`src/rtl/mem_store_unit.sv`:
```
// Store write master: aligns SB/SH/SW data into byte lanes, builds strobes and
// issues one or two word-aligned beats on a valid/ready write channel.
module mem_store_unit #(
    parameter int ADDR_W         = 32,
    parameter bit MISALIGN_SPLIT = 1'b1
) (
    input  logic              clk,
    input  logic              rst,
    input  logic              req_valid,
    output logic              req_ready,
    input  logic [2:0]        req_funct3,
    input  logic [ADDR_W-1:0] req_addr,
    input  logic [31:0]       req_data,
    output logic              done,
    output logic              fault,
    output logic              mem_wvalid,
    input  logic              mem_wready,
    output logic [ADDR_W-1:0] mem_waddr,
    output logic [31:0]       mem_wdata,
    output logic [3:0]        mem_wstrb
);

    typedef enum logic [1:0] {IDLE, BEAT0, BEAT1, RESP} state_t;

    state_t            state_q, state_d;
    logic              fault_q;
    logic [ADDR_W-1:0] addr_q;
    logic [2:0]        funct3_q;
    logic [31:0]       data_q;

    logic              accept;
    logic              bad_req;
    logic [3:0]        mask;
    logic [31:0]       data_m;
    logic [7:0]        strb8;
    logic [63:0]       data64;
    logic              split;
    logic [ADDR_W-1:0] beat0_addr;
    logic [ADDR_W-1:0] beat1_addr;

    // True when a legal store at this offset spills into the next word.
    function automatic logic crosses_word(input logic [2:0] f3, input logic [1:0] off);
        return (f3 == 3'd1 && off == 2'd3) || (f3 == 3'd2 && off != 2'd0);
    endfunction

    assign req_ready = (state_q == IDLE) && !rst;
    assign accept    = req_valid && req_ready;
    assign bad_req   = (req_funct3 > 3'd2) ||
                       (!MISALIGN_SPLIT && crosses_word(req_funct3, req_addr[1:0]));

    always_ff @(posedge clk) begin
        if (rst) begin
            state_q <= IDLE;
            fault_q <= 1'b0;
        end else begin
            // NOTE: sequential state uses <= so every flop samples pre-edge values.
            state_q <= state_d;
            if (accept) fault_q <= bad_req;
        end
    end

    // NOTE: payload flops are not reset; outputs are gated to 0 by state outside beats.
    always_ff @(posedge clk) begin
        if (accept) begin
            addr_q   <= req_addr;
            funct3_q <= req_funct3;
            data_q   <= req_data;
        end
    end

    always_comb begin
        // NOTE: every combinational output gets a default first so no latch is inferred.
        mask = 4'b0000;
        case (funct3_q)
            3'd0:    mask = 4'b0001;
            3'd1:    mask = 4'b0011;
            3'd2:    mask = 4'b1111;
            default: mask = 4'b0000;
        endcase
        data_m     = data_q & {{8{mask[3]}}, {8{mask[2]}}, {8{mask[1]}}, {8{mask[0]}}};
        strb8      = {4'b0000, mask} << addr_q[1:0];
        data64     = {32'b0, data_m} << {addr_q[1:0], 3'b000};
        split      = |strb8[7:4];
        beat0_addr = {addr_q[ADDR_W-1:2], 2'b00};
        beat1_addr = beat0_addr + ADDR_W'(4);
    end

    always_comb begin
        state_d    = state_q;
        done       = 1'b0;
        fault      = 1'b0;
        mem_wvalid = 1'b0;
        mem_waddr  = '0;
        mem_wdata  = '0;
        mem_wstrb  = '0;
        case (state_q)
            IDLE: begin
                if (accept) state_d = bad_req ? RESP : BEAT0;
            end
            BEAT0: begin
                mem_wvalid = 1'b1;
                mem_waddr  = beat0_addr;
                mem_wdata  = data64[31:0];
                mem_wstrb  = strb8[3:0];
                if (mem_wready) state_d = split ? BEAT1 : RESP;
            end
            BEAT1: begin
                mem_wvalid = 1'b1;
                mem_waddr  = beat1_addr;
                mem_wdata  = data64[63:32];
                mem_wstrb  = strb8[7:4];
                if (mem_wready) state_d = RESP;
            end
            RESP: begin
                done    = !fault_q && !rst;
                fault   = fault_q && !rst;
                state_d = IDLE;
            end
            default: state_d = IDLE;
        endcase
    end

endmodule

```
`config.mk`:
```
export PLATFORM = sky130hd
export DESIGN_NAME = mem_store_unit
export DESIGN_NICKNAME = d
export VERILOG_FILES = /design/src/rtl/mem_store_unit.sv
export SDC_FILE = /design/constraint.sdc
export NUM_CORES = 1
export LEC_CHECK = 0
export BUFFER_PORTS_ARGS = -buffer_cell sky130_fd_sc_hd__buf_2
export CORE_ASPECT_RATIO = 2
export CORE_MARGIN = 3
export CORE_UTILIZATION = 52
export CTS_CLUSTER_SIZE = 8
export DETAILED_ROUTE_END_ITERATION = 8
export PLACE_DENSITY = 0.9
export SLEW_MARGIN = 20
export SYNTH_ARGS = -nofsm -noshare
export SYNTH_HDL_FRONTEND = slang
export SYNTH_SLANG_ARGS = --single-unit
```
`constraint.sdc`:
```
create_clock -name clk -period 3.1 [get_ports clk]
set_input_delay 0.31 -clock clk [delete_from_list [all_inputs] [get_ports clk]]
set_output_delay 0.31 -clock clk [all_outputs]
set_load 0.05 [all_outputs]
```
After elaboration in Yosys (flattened, before gate mapping)
Cells that the tools add are included.
W data, S select, Z words.
{"block": "classes", "shifts": 2, "magnitude_cmp": 1, "eq_ne": 8, "n_reduce_logical": 11, "n_bitwise": 1, "n_mux": 13, "n_addsub": 1}
{"cell": "$pmux W32 S2", "n": 2}
{"cell": "$shl A32 B5 Y64", "n": 1}
{"cell": "$add A32 B3 Y32 const B", "n": 1}
{"cell": "$and A32 B32 Y32", "n": 1}
{"cell": "$pmux W4 S3", "n": 1}
{"cell": "$mux W2", "n": 4}
{"cell": "$pmux W2 S4", "n": 1}
{"cell": "$pmux W4 S2", "n": 1}
{"cell": "$shl A4 B2 Y8", "n": 1}
{"cell": "$ne A2 B2 Y1 const B", "n": 3}
{"cell": "$eq A2 B2 Y1 const B", "n": 2}
{"cell": "$logic_and A1 B1 Y1", "n": 4}
{"cell": "$mux W1", "n": 4}
{"cell": "$reduce_or A4 Y1", "n": 1}
{"cell": "$eq A3 B1 Y1 const B", "n": 1}
{"cell": "$eq A3 B2 Y1 const B", "n": 1}
{"cell": "$gt A3 B2 Y1 const B", "n": 1}
{"cell": "$logic_not A3 Y1", "n": 1}
{"cell": "$reduce_and A3 Y1", "n": 1}
{"cell": "$eq A2 B1 Y1 const B", "n": 1}
{"cell": "$logic_not A1 Y1", "n": 2}
{"cell": "$logic_not A2 Y1", "n": 1}
{"cell": "$reduce_or A2 Y1", "n": 1}
{"block": "word_totals", "input_bits": 71, "reg_bits": 70, "out_inout_bits": 72, "elab_cells": 42}

Longest topological paths before layout
{"block": "depth", "depth_word": 7, "mapped_depth": 8}

Worst setup path before layout
OpenSTA, ideal clock, no wires.
{"block": "synth_path", "kind": "register to output", "start": "reg state_q[1]", "end": "out mem_waddr[10]", "path_stages_with_launch": 7, "required_ns": 2.790, "slack_ns": -0.570, "arrival_ns": 3.360, "path_cell_list": "dfxtp_1 > inv_1 > ha_1 > nand2_1 > clkbuf_1 > buf_1 > o41ai_1"}
{"block": "synth_via", "elab_chain_cells": 2}
{"item": "start: declaration", "line": "25", "source": "state_t state_q, state_d;"}
{"item": "start signal: assignment", "line": "57", "source": "state_q <= state_d;"}
{"item": "$eq A2 B2 Y1 / $eq A2 B1 Y1 (equally long branches)", "line": "96", "source": "case (state_q)"}
{"item": "$pmux W32 S2 (*)", "line": "96"}
{"item": "end: declaration", "line": "18", "source": "output logic [ADDR_W-1:0] mem_waddr,"}
Mark *: on every way between the ends. The rest lies on a longest branch, timed or not.

Worst setup path after layout
{"block": "layout_path", "start": "reg addr_q[2]", "end": "out mem_waddr[30]"}
{"block": "layout_via", "elab_chain_cells": 2}
{"item": "start: declaration", "line": "27", "source": "logic [ADDR_W-1:0] addr_q;"}
{"item": "start signal: assignment", "line": "65", "source": "addr_q <= req_addr;"}
{"item": "$add A32 B3 Y32", "line": "85", "source": "beat1_addr = beat0_addr + ADDR_W'(4);"}
{"item": "$pmux W32 S2", "line": "96"}
Every way passes these cells.

==> key figures <==
Layout
  – Antenna cells: 0
  – Final Core Density: 68.16%
  – Net count reported at finish: 677
  – Area grow syn2layout: 27.28%
  – Share of layout cells above drive strength 1: 33.39%
  – Fillers: 658
  – Non-filler cells, final: 703

STA
  – Fin crit period: 2988 ps
  – Unrepaired setup endpoints after global routing: true
  – Slack of the critical path: 111.7 ps
  – Worst-Margin Slew: 1037 ps
  – Final Skew: 7.338 ps
  – Min Hold Slack: 155.2 ps
  – Relative slew slack: 30.86%
  – Final setup viols: 0
  – Max Slew Vio Count: 0
  – Max Clk Rate: 334.6 MHz
  – Final hold vios: 0
  – Fin crit share: 96.40%

Setup path
  – Crit-path cells: ha_4 -> nand4_2 -> or4_4 -> or4b_1 -> nand3_1 -> buf_4
  – Worst Path Required: 2790 ps
  – Worst Path Arrival: 2680 ps
  – CP max stage cell: or4_4
  – CP Capture Type: output pin
  – Peak fanout along the critical path: 6
  – CP peak stage delay: 620 ps
  – CP startpoint kind: flop
  – WS Path Type: reg -> out

Clock tree
  – H-tree Lvls: 3
  – Max Root-Sink Buffers: 2
  – Clock sinks: 70
  – CTS tree: done
  – Later-pin clock latency in the skew report: 330 ps
  – CTS clk-pin slew, worst paths: 60 ps
  – Num CTS Buffers: 9
  – Clk root buf: clkbuf_16

Synthesis
  – Netlist cell types: 61
  – Number of synthesized flops with an enable pin: 67
  – Synth Instances: 465
  – Yosys synthesis warning count: 0
  – Synth area leaders: edfxtp_1 (45%), nand2_1 (4.9%), o21ai_0 (4.6%)
  – Register area share after synthesis: 46.33%
  – Count leader, synth: edfxtp_1
  – Commonest cells post-synth: edfxtp_1 (67), nand2_1 (58), o21ai_0 (41)
  – Mapped Area: 0.004472 mm2
  – Syn avg cell area: 9.617 um2
  – Yosys reg bits: 70
  – Ys async rst share: 0%
  – Yosys top cell by area: edfxtp_1
  – Dominant synthesized flop cell: edfxtp_1
  – Area share of the largest cell type after synthesis: 44.99%

Power
  – Final Power: 0.004029 W
  – PD cells: 707.9 mW/mm2
  – LEAKAGE: 2.348 nW
  – Max IR drop VDD: 0.0005576 V

GRT
  – Gr ovfl total: 0
  – Number of global-route vias before repair: 4457
  – Largest net degree at the start of global routing: 35
  – First-pass GRT wire length: 21.12 mm
  – Initial antenna violation count: 0
  – GRT Util Overall: 27.42%

Floorplan
  – Core Region: 0.008351 mm2
  – Die Width: 71.57 um
  – Row count: 47
  – # IOs: 143
  – Initial Util: 53.55%
  – Die area: 0.009815 mm2
  – Die Height: 137.1 um

Route
  – Drt wl/cell: 19.10 um
  – Routed vias: 4521
  – Drt drc: 0
  – Drt initial violations: 495
  – Final ANT Viol Nets: 0
  – DR vias/cell: 6.431
  – Drt first pass iters: 6
  – WL final: 13.43 mm

Placement
  – I/O Buffers: 140
  – Placed cell count: 686
  – Post-DP HPWL: 10.05 mm
  – Pre-CTS WS: 343.9 ps
  – Routability cong.: 0.9879

Job
  – Max_cap viols: 0

Status
  – Status: finished clean

Hold path
  – Worst min-delay path class: in -> reg
[final cells by class]
type	count	area [um2]	area share, %
Multi-Input combinational cell	351	2288	40.21
Sequential cell	70	2072	36.40
Timing Repair Buffer	162	872.1	15.32
Clock buffer	9	225.2	3.957
Tap cell	98	122.6	2.154
Clock inverter	7	88.84	1.561
Inverter	6	22.52	0.3957
[through the flow]
step | cell area (um2) | TNS (ps)
after CTS | 5654 | 0
after floorplan | 4517 | -1679
after global placement | 5338 | 0
after global routing | 5692 | -3.467
after detailed placement | 5338 | 0
final | 5692 | 0
[metal layers]
| metal | GRT usage [%] | vias to the layer above | share of wire [%] |
|---|---|---|---|
| met4 | 17.68 | 0 | 5.0 |
| met3 | 5.368 | 73 | 7.7 |
| met2 | 49.59 | 316 | 54 |
| met5 | 0 | - | 0 |
| met1 | 27.87 | 2050 | 33 |
| li1 | - | 2082 | - |
[critical path: cells and delay by family, from the launching register on]
family        cells  cell delay, ps
fa+ha+maj         1             200
simple gates      4            1490
buf+inv           1             220
flops             1             450
[power breakdown]
| group | total [W] | switching, W | internal, W |
|---|---|---|---|
| registers | 0.00131 | 0.000129 | 0.00118 |
| logic | 0.00166 | 0.00118 | 0.000485 |
| clock network | 0.00106 | 0.000359 | 0.000697 |
| total | 0.00403 | 0.00167 | 0.00236 |
[repair_timing]
item / CTS / global route
endpoints found under the setup margin: 1 / 24
hold buffers: 0 / 0
buffers inserted: 0 / 1
gates resized for setup: 1 / 8
[state kept, by name, indices dropped and copies added, names as in the netlist]
name      cells
funct3_q      3
state_q       2
addr_q       32
fault_q       1
data_q       32
[worst paths after layout]
| path | start | endpoint | slack [ps] | cells after the start |
|---|---|---|---|---|
| hold / removal | req_data[9] | data_q[9] | 160 | 1 |
| setup reg to reg | state_q[0] | addr_q[25] | 1010 | 5 |
| hold reg to reg | fault_q | fault_q | 520 | 2 |
| setup / recovery | addr_q[2] | mem_waddr[30] | 110 | 6 |
[cell families after synthesis]
logic type               Yosys count  share of synthesized area [%]
AO/OA/AOI/OAI                    157                          24.54
XOR/XNOR                           2                         0.3918
adder cells (fa/ha/maj)            6                          1.679
buffers and inverters             45                          4.085
flip-flops                        70                          46.33
multiplexers                      11                          2.518
other                              1                        0.08386
AND/OR/NAND/NOR                  173                          20.37
[cells in the final DEF, fill, tap and decap left out, types with 5 or more instances in the layout]
master,synthesis,routed
a211oi_2,0,8
a21o_1,12,12
a21oi_1,9,9
a22o_1,10,10
a2bb2oi_1,7,7
a31o_2,5,5
a31oi_1,14,14
a32oi_1,9,9
and3_1,10,9
buf_2,2,139
buf_4,3,22
clkbuf_16,0,9
edfxtp_1,67,67
inv_1,6,6
mux2i_1,9,9
nand2_1,58,57
nand3_1,19,19
nand4_1,7,7
nor2_1,25,25
nor2b_1,11,11
nor3_1,9,9
nor3b_1,6,6
o21ai_0,41,38
o22ai_1,8,8
o311ai_0,5,5
Power figures use the tool's default switching activity.
